--- src/rtl/mips_ctrl_pkg.sv ---
// mips_ctrl_pkg: shared definitions for the multicycle MIPS control path.
//   state_t          - main control FSM state encoding (4 bits, exported on state_out)
//   OP_*             - primary opcode values (IR[31:26])
//   ULA_*            - ALU operation class handed to the ALU control decoder
//   SRCB_* / PCSRC_* - datapath mux select encodings
package mips_ctrl_pkg;

  typedef enum logic [3:0] {
    S_RESET     = 4'd0,
    S_FETCH     = 4'd1,
    S_DECODE    = 4'd2,
    S_MEM_ADDR  = 4'd3,
    S_MEM_READ  = 4'd4,
    S_LOAD_WB   = 4'd5,
    S_MEM_WRITE = 4'd6,
    S_R_EXEC    = 4'd7,
    S_R_WB      = 4'd8,
    S_BRANCH    = 4'd9,
    S_JUMP      = 4'd10,
    S_ADDI_EXEC = 4'd11,
    S_ADDI_WB   = 4'd12
  } state_t;

  localparam logic [5:0] OP_RTYPE = 6'h00;
  localparam logic [5:0] OP_LW    = 6'h23;
  localparam logic [5:0] OP_SW    = 6'h2B;
  localparam logic [5:0] OP_BEQ   = 6'h04;
  localparam logic [5:0] OP_J     = 6'h02;
  localparam logic [5:0] OP_ADDI  = 6'h08;

  localparam logic [1:0] ULA_ADD   = 2'b00;
  localparam logic [1:0] ULA_SUB   = 2'b01;
  localparam logic [1:0] ULA_RTYPE = 2'b10;

  localparam logic [1:0] SRCB_B       = 2'b00;
  localparam logic [1:0] SRCB_FOUR    = 2'b01;
  localparam logic [1:0] SRCB_IMM     = 2'b10;
  localparam logic [1:0] SRCB_IMM_SH2 = 2'b11;

  localparam logic [1:0] PCSRC_ALU    = 2'b00;
  localparam logic [1:0] PCSRC_ALUOUT = 2'b01;
  localparam logic [1:0] PCSRC_JUMP   = 2'b10;

  // States that touch memory and are therefore stretched by the wait counter.
  function automatic logic is_wait_state(input state_t s);
    return (s == S_FETCH) || (s == S_MEM_READ) || (s == S_MEM_WRITE);
  endfunction

endpackage

--- src/rtl/mem_wait_counter.sv ---
// mem_wait_counter: 4-bit cycle counter that stretches memory accesses.
//   clk     - system clock
//   rst     - asynchronous active-high reset
//   clr_i   - clear count to 0 (wins over inc_i)
//   inc_i   - increment count
//   done_o  - count has reached MEM_WAIT (final cycle of the access)
module mem_wait_counter #(
  parameter int unsigned MEM_WAIT = 1
) (
  input  logic clk,
  input  logic rst,
  input  logic clr_i,
  input  logic inc_i,
  output logic done_o
);

  localparam logic [3:0] WAIT_LIMIT = 4'(MEM_WAIT);

  logic [3:0] count_q;
  logic [3:0] count_d;

  always_comb begin
    count_d = count_q;
    if (clr_i) begin
      count_d = 4'd0;
    end else if (inc_i) begin
      count_d = count_q + 4'd1;
    end
  end

  always_ff @(posedge clk or posedge rst) begin
    if (rst) begin
      count_q <= 4'd0;
    end else begin
      count_q <= count_d;
    end
  end

  assign done_o = (count_q == WAIT_LIMIT);

endmodule

--- src/rtl/main_control_fsm.sv ---
// main_control_fsm: Moore main control unit of a multicycle MIPS datapath.
// Sequences fetch/decode/execute/memory/write-back and drives every datapath
// enable and mux select. Outputs depend only on the state register and the
// memory wait counter, never directly on opcode.
//   clk, reset         - clock, asynchronous active-high reset
//   opcode             - IR[31:26], sampled only in DECODE
//   PCWrite/PCWriteCond, IorD, MemWrite, IRWrite, RegDst, MemtoReg, RegWrite,
//   ALUSrcA, ALUSrcB, ULAOp, PCSource - datapath controls
//   state_out          - current state encoding for debug
module main_control_fsm
  import mips_ctrl_pkg::*;
#(
  parameter int unsigned MEM_WAIT = 1
) (
  input  logic       clk,
  input  logic       reset,
  input  logic [5:0] opcode,
  output logic       PCWrite,
  output logic       PCWriteCond,
  output logic       IorD,
  output logic       MemWrite,
  output logic       IRWrite,
  output logic       RegDst,
  output logic       MemtoReg,
  output logic       RegWrite,
  output logic       ALUSrcA,
  output logic [1:0] ALUSrcB,
  output logic [1:0] ULAOp,
  output logic [1:0] PCSource,
  output logic [3:0] state_out
);

  state_t     state_q;
  state_t     state_d;
  logic [5:0] opcode_q;
  logic       wait_done;
  logic       in_wait;

  // The counter is held at zero outside memory states and cleared as a memory
  // state exits, so it always starts from zero on entry.
  assign in_wait = is_wait_state(state_q);

  mem_wait_counter #(.MEM_WAIT(MEM_WAIT)) u_wait (
    .clk   (clk),
    .rst   (reset),
    .clr_i (!in_wait || wait_done),
    .inc_i (in_wait && !wait_done),
    .done_o(wait_done)
  );

  always_ff @(posedge clk or posedge reset) begin
    if (reset) begin
      state_q  <= S_RESET;
      opcode_q <= 6'd0;
    end else begin
      state_q <= state_d;
      // Latched so MEM_ADDR can pick lw/sw without relying on live IR.
      if (state_q == S_DECODE) begin
        opcode_q <= opcode;
      end
    end
  end

  always_comb begin
    state_d = state_q;
    unique case (state_q)
      S_RESET:     state_d = S_FETCH;
      S_FETCH:     if (wait_done) state_d = S_DECODE;
      S_DECODE: begin
        case (opcode)
          OP_LW, OP_SW: state_d = S_MEM_ADDR;
          OP_RTYPE:     state_d = S_R_EXEC;
          OP_BEQ:       state_d = S_BRANCH;
          OP_J:         state_d = S_JUMP;
          OP_ADDI:      state_d = S_ADDI_EXEC;
          default:      state_d = S_FETCH;  // unknown opcode retires as a NOP
        endcase
      end
      S_MEM_ADDR:  state_d = (opcode_q == OP_LW) ? S_MEM_READ : S_MEM_WRITE;
      S_MEM_READ:  if (wait_done) state_d = S_LOAD_WB;
      S_LOAD_WB:   state_d = S_FETCH;
      S_MEM_WRITE: if (wait_done) state_d = S_FETCH;
      S_R_EXEC:    state_d = S_R_WB;
      S_R_WB:      state_d = S_FETCH;
      S_BRANCH:    state_d = S_FETCH;
      S_JUMP:      state_d = S_FETCH;
      S_ADDI_EXEC: state_d = S_ADDI_WB;
      S_ADDI_WB:   state_d = S_FETCH;
      default:     state_d = S_RESET;
    endcase
  end

  always_comb begin
    PCWrite     = 1'b0;
    PCWriteCond = 1'b0;
    IorD        = 1'b0;
    MemWrite    = 1'b0;
    IRWrite     = 1'b0;
    RegDst      = 1'b0;
    MemtoReg    = 1'b0;
    RegWrite    = 1'b0;
    ALUSrcA     = 1'b0;
    ALUSrcB     = SRCB_B;
    ULAOp       = ULA_ADD;
    PCSource    = PCSRC_ALU;
    unique case (state_q)
      S_FETCH: begin
        ALUSrcB = SRCB_FOUR;
        // Load IR and PC+4 only once the memory data is ready.
        IRWrite = wait_done;
        PCWrite = wait_done;
      end
      S_DECODE: begin
        ALUSrcB = SRCB_IMM_SH2;  // precompute branch target
      end
      S_MEM_ADDR, S_ADDI_EXEC: begin
        ALUSrcA = 1'b1;
        ALUSrcB = SRCB_IMM;
      end
      S_MEM_READ: begin
        IorD = 1'b1;
      end
      S_LOAD_WB: begin
        MemtoReg = 1'b1;
        RegWrite = 1'b1;
      end
      S_MEM_WRITE: begin
        IorD     = 1'b1;
        MemWrite = wait_done;
      end
      S_R_EXEC: begin
        ALUSrcA = 1'b1;
        ULAOp   = ULA_RTYPE;
      end
      S_R_WB: begin
        RegDst   = 1'b1;
        RegWrite = 1'b1;
      end
      S_BRANCH: begin
        ALUSrcA     = 1'b1;
        ULAOp       = ULA_SUB;
        PCWriteCond = 1'b1;
        PCSource    = PCSRC_ALUOUT;
      end
      S_JUMP: begin
        PCWrite  = 1'b1;
        PCSource = PCSRC_JUMP;
      end
      S_ADDI_WB: begin
        RegWrite = 1'b1;
      end
      default: ;
    endcase
  end

  assign state_out = state_q;

endmodule

--- config.mk ---
export PLATFORM = sky130hd
export DESIGN_NAME = main_control_fsm
export DESIGN_NICKNAME = d
export VERILOG_FILES = /design/src/rtl/mips_ctrl_pkg.sv /design/src/rtl/mem_wait_counter.sv /design/src/rtl/main_control_fsm.sv
export SDC_FILE = /design/constraint.sdc
export NUM_CORES = 1
export LEC_CHECK = 0
export CAP_MARGIN = 25
export CORE_MARGIN = 3
export CORE_UTILIZATION = 28
export CTS_BUF_LIST = sky130_fd_sc_hd__clkbuf_2 sky130_fd_sc_hd__clkbuf_4 sky130_fd_sc_hd__clkbuf_8
export CTS_CLUSTER_SIZE = 8
export DETAILED_ROUTE_END_ITERATION = 8
export DONT_BUFFER_PORTS = 1
export SLEW_MARGIN = 0
export SYNTH_ARGS = -nofsm -noshare
export SYNTH_HDL_FRONTEND = slang
export SYNTH_SLANG_ARGS = --single-unit
--- constraint.sdc ---
create_clock -name clk -period 3.6 [get_ports clk]
set_input_delay 0.36 -clock clk [delete_from_list [all_inputs] [get_ports clk]]
set_output_delay 0.36 -clock clk [all_outputs]
set_load 0.02 [all_outputs]
After elaboration in Yosys (flattened, before gate mapping). Index checks and enable logic that the tools add are counted.

Register bits after elaboration: 14. Word-level logic and storage cells: 62.

Add/sub/neg operators: 1. Muxes and demuxes: 20. Reductions and logical operators: 16. Equal/unequal tests: 22.

Operator list (number): $pmux 4 s8 (1); $eq 4x4->1 const B (5); $mux 4 (5); $pmux 4 s5 (1); $eq 6x6->1 const B (3); $eq 4x3->1 const B (4); $eq 4x1->1 const B (2); $eq 4x2->1 const B (2); $mux 1 (8); $pmux 2 s2 (2); $eq 6x2->1 const B (1); $eq 6x3->1 const B (1); $eq 6x4->1 const B (1); $logic_not 6->1 (1); $ne 2x2->1 const B (3); $pmux 2 s3 (1); $reduce_or 2->1 (3); $reduce_or 6->1 (1); $add 4x1->4 const B (1); $logic_not 4->1 (1); $reduce_or 4->1 (1); $logic_or 1x1->1 (3); $reduce_and 3->1 (1); $reduce_or 3->1 (1); other kinds (5) (6).

Depth between registers and ports, before layout.
Depth after elaboration: 6. Gate-level depth with buffers: 7. Depth with buffers taken out: 6.

Modules after synthesis. A second synthesis with hierarchy kept.

Cell total of the unflattened synthesis: 100. Area, all modules: 945.9 um^2.

By module, submodules not included: main_control_fsm (area each 728.2 um^2, cells an instance 80, instances 1); mem_wait_counter (area each 217.7 um^2, cells an instance 20, instances 1).

Least setup slack after synthesis. OpenSTA, ideal clock, no wires.

Kind: flip-flop to output port. Start: register u_wait.count_q[1]. End: output port PCWrite. Cell stages (with the launch flop): 7. Setup slack: 1391 ps. Data required time: 3240 ps. Arrival time: 1849 ps. Cells stage by stage: dfrtp_1 > inv_1 > ha_1 > or3b_1 > buf_2 > nor3_1 > or2_2.

Word-level cells in the longest chain between the ends: 2.

Ends and longest elaborated chain: start, declared (line mem_wait_counter.sv:19) `logic [3:0] count_q;`; start signal, assigned (line mem_wait_counter.sv:35) `count_q <= count_d;`; $eq 4x1->1 (line mem_wait_counter.sv:39) `assign done_o = (count_q == WAIT_LIMIT);`; $pmux 1 s2 (line main_control_fsm.sv:106) `unique case (state_q)`; end, declared (line main_control_fsm.sv:18) `output logic PCWrite,`.

Every way passes these cells.

Final worst setup path. Same ends and word-level chain as after synthesis.

==> run_results.csv <==
group,metric,value,unit
run_status,status,"finished, violations left",
run_status,violations,"hold timing",
logic_synthesis,synthArstFlopShare,100,%
global_routing,grt_overflow,0,
logic_synthesis,synth_edf_count,0,
timing,setup_viol,0,
logic_synthesis,ys_ff_latch,14,
die,die_w,62.5,um
clock_tree,ctsHoldBuffers,0,
place,dp_slack,1280,ps
timing,period_minus_slack,2640,ps
run,maxCapViolations,0,
timing,finalCritPeriodShare,73.3,%
pwr,peakVddDrop,0.248,mV
die,design.core.area,2900,um^2
place,gp_congestion,0.769,
drt,dr.pass1.iters,4,
timing,fin_tns_setup,0,ps
drt,wl,2020,um
pwr,power_density,826,nW/um^2
die,num_rows,19,
clock_tree,cts_max_path_buffers,2,
critical_path,path_cells,"inv_1 -> ha_1 -> or3b_1 -> nor3_1 -> or2_2",
timing,hold_violations,6,
critical_path,startpoint_type,"flip-flop",
critical_path,r2r_slack,1750,ps
logic_synthesis,syn_nets,110,
min_path,holdCritPathClass,"in -> async",
logic_synthesis,synthFlopType,"dfrtp_1",
timing,finalWorstSetupSlack,960,ps
clock_tree,path_clk_slew,90,ps
die,die_h,62.5,um
critical_path,timing.rr.start,"state_out[1]$_DFFE_PP0P_",
global_routing,grt_max_degree,15,
timing,report.final.slew_viol_count,0,
die,die_area,3910,um^2
drt,drtIter0Drc,36,
timing,slew_headroom,28.6,%
critical_path,reg2regPathDepth,4,
drt,drc,0,
timing,holdWs,-4.66,ps
clock_tree,clkSinkCount,14,
clock_tree,h-tree-depth,1,
layout,diodes,0,
critical_path,r2r-end,"state_out[1]$_DFFE_PP0P_",
clock_tree,cts_buffers,3,
global_routing,grt_pass1_vias,718,
drt,post_drt_wl_per_cell,14.5,um
logic_synthesis,yosysWarnings,0,
global_routing,grt_pass1_wl,3400,um
timing,rsz0062_at_grt,"false",
logic_synthesis,synth.distinct_cells,36,
critical_path,crit_fanout,6,
critical_path,worstSetupPathType,"reg -> out",
drt,viasPerCell,5.09,
global_routing,grt_antenna_before_repair,0,
clock_tree,postCtsSetupRepairBufs,0,
pwr,power.leakage,0.399,nW
clock_tree,clockRootBuffer,"clkbuf_4",
critical_path,setup.worst_path.end_class,"output port",
layout,layout-drive-gt1-share,13.4,%
timing,fin_skew,7.23,ps
die,initial_core_util,30.8,%
drt,antenna_left,0,
critical_path,cp_slowest_cell,"nor3_1",
clock_tree,clk_latency,280,ps
layout,areaGrowthSynthToFinish,5.87,%
logic_synthesis,ys_seq_area_share,39.2,%
layout,nets,108,
clock_tree,ctsResizeCount,0,
logic_synthesis,synthesis.area,895,um^2
place,port-buffer-count,0,
timing,worst_slew_pin_slew,1070,ps
die,ios,27,
place,dp_hpwl,1480,um
critical_path,cp.required,3240,ps
global_routing,grtUsageTotal,10.7,%
logic_synthesis,syn_avg_cell_area,8.95,um^2
critical_path,cp_slowest_stage_delay,650,ps
drt,via_count,708,
clock_tree,cts_tree,"done",
logic_synthesis,syn_inst,100,
timing,max_freq,379,MHz
critical_path,cp.arrival,2280,ps
==> cell families (layout without fill, tap and decap cells) <==
family,Yosys count,count (layout),share of synthesized area [%]
buffers and inverters,10,7,5.31
adders and majority gates,2,2,2.80
xor gates and xnor gates,3,3,2.94
DFF,14,14,39.2
and+or+nand+nor,49,49,31.3
AOI/OAI and AO/OA,15,15,9.79
muxes,7,7,8.67
==> cells in the final DEF, fill, tap and decap left out, types with 3 or more instances in the layout <==
cell,instances
a21oi_1,4
clkbuf_4,3
dfrtp_1,14
inv_1,3
mux2_2,6
nand2_1,6
nand2b_1,5
nand3_1,5
nor2_1,13
nor2b_1,3
nor3_1,4
o21ai_0,5
==> cell usage after synthesis, types with 2 or more instances <==
master / n / area share (%)
dfrtp_1: 14 / 39
nor2_1: 13 / 5.5
mux2_2: 6 / 7.6
nand2_1: 6 / 2.5
nand2b_1: 5 / 3.5
nand3_1: 5 / 2.8
o21ai_0: 5 / 2.8
a21oi_1: 4 / 2.2
nor3_1: 4 / 2.2
inv_1: 3 / 1.3
nor2b_1: 3 / 2.1
and3_1: 2 / 1.4
buf_2: 2 / 1.1
buf_4: 2 / 1.7
clkbuf_1: 2 / 0.84
ha_1: 2 / 2.8
nor4b_1: 2 / 2.0
xor2_1: 2 / 2.0
==> critical path: cells and delay by family, from the launching register on <==
kind          cells  cell delay (ps)
fa+ha+maj         1              150
simple gates      3             1390
buf+inv           1               70
flops             1              400
==> sequential cells by signal, indices dropped and copies added, names as in the netlist <==
signal	cells
opcode_q	6
state_out	4
u_wait.count_q	4
==> how the worst max path moves through the flow <==
stage / start / slack [ps] / end / cells after the start
2_1_floorplan: u_wait.count_q[1]$_DFF_PP0_ / 1390 / PCWrite / 6
3_3_place_gp: u_wait.count_q[1]$_DFF_PP0_ / 1330 / PCWrite / 5
3_5_place_dp: u_wait.count_q[1]$_DFF_PP0_ / 1280 / PCWrite / 5
4_1_cts: u_wait.count_q[1]$_DFF_PP0_ / 950 / PCWrite / 5
5_1_grt: u_wait.count_q[1]$_DFF_PP0_ / 860 / PCWrite / 5
6_report: u_wait.count_q[1]$_DFF_PP0_ / 960 / PCWrite / 5
==> through the flow <==
step                      cells  hold WS [ps]  utilization [%]  power (mW)  instance area, um^2
after floorplan             100           249                -       0.619                  895
after global placement      135           325             31.4       0.656                  911
after detailed placement    135           324             31.4       0.671                  911
after CTS                   139          2.28             32.7       0.791                  947
after global routing        139          33.5             32.7       0.841                  947
final                       139         -4.66             32.7       0.783                  947
==> final cells by class <==
type / instances / area, um^2
Clock buffer: 4 / 36.3
Fill cell: 323 / 1950
Sequential cell: 14 / 350
Tap cell: 42 / 52.6
Inverter: 3 / 11.3
Multi-Input combinational cell: 76 / 497
==> power breakdown <==
| part | total (mW) | leakage, nW | internal, mW | switching, mW |
|---|---|---|---|---|
| Combinational | 0.343 | 0.203 | 0.132 | 0.211 |
| Sequential | 0.324 | 0.175 | 0.217 | 0.107 |
| Clock | 0.116 | 0.0210 | 0.0615 | 0.0547 |
| Total | 0.783 | 0.399 | 0.410 | 0.373 |
==> per-layer routing <==
metal  track usage [%]  part of all wire (%)  vias up
li1                  -                     -      347
met1              12.7                    46      327
met2              16.6                    43       34
met3              6.29                    11        0
met4              2.48                     0        0
met5                 0                     0        -
Note: power is estimated with default switching activity, not from simulation.
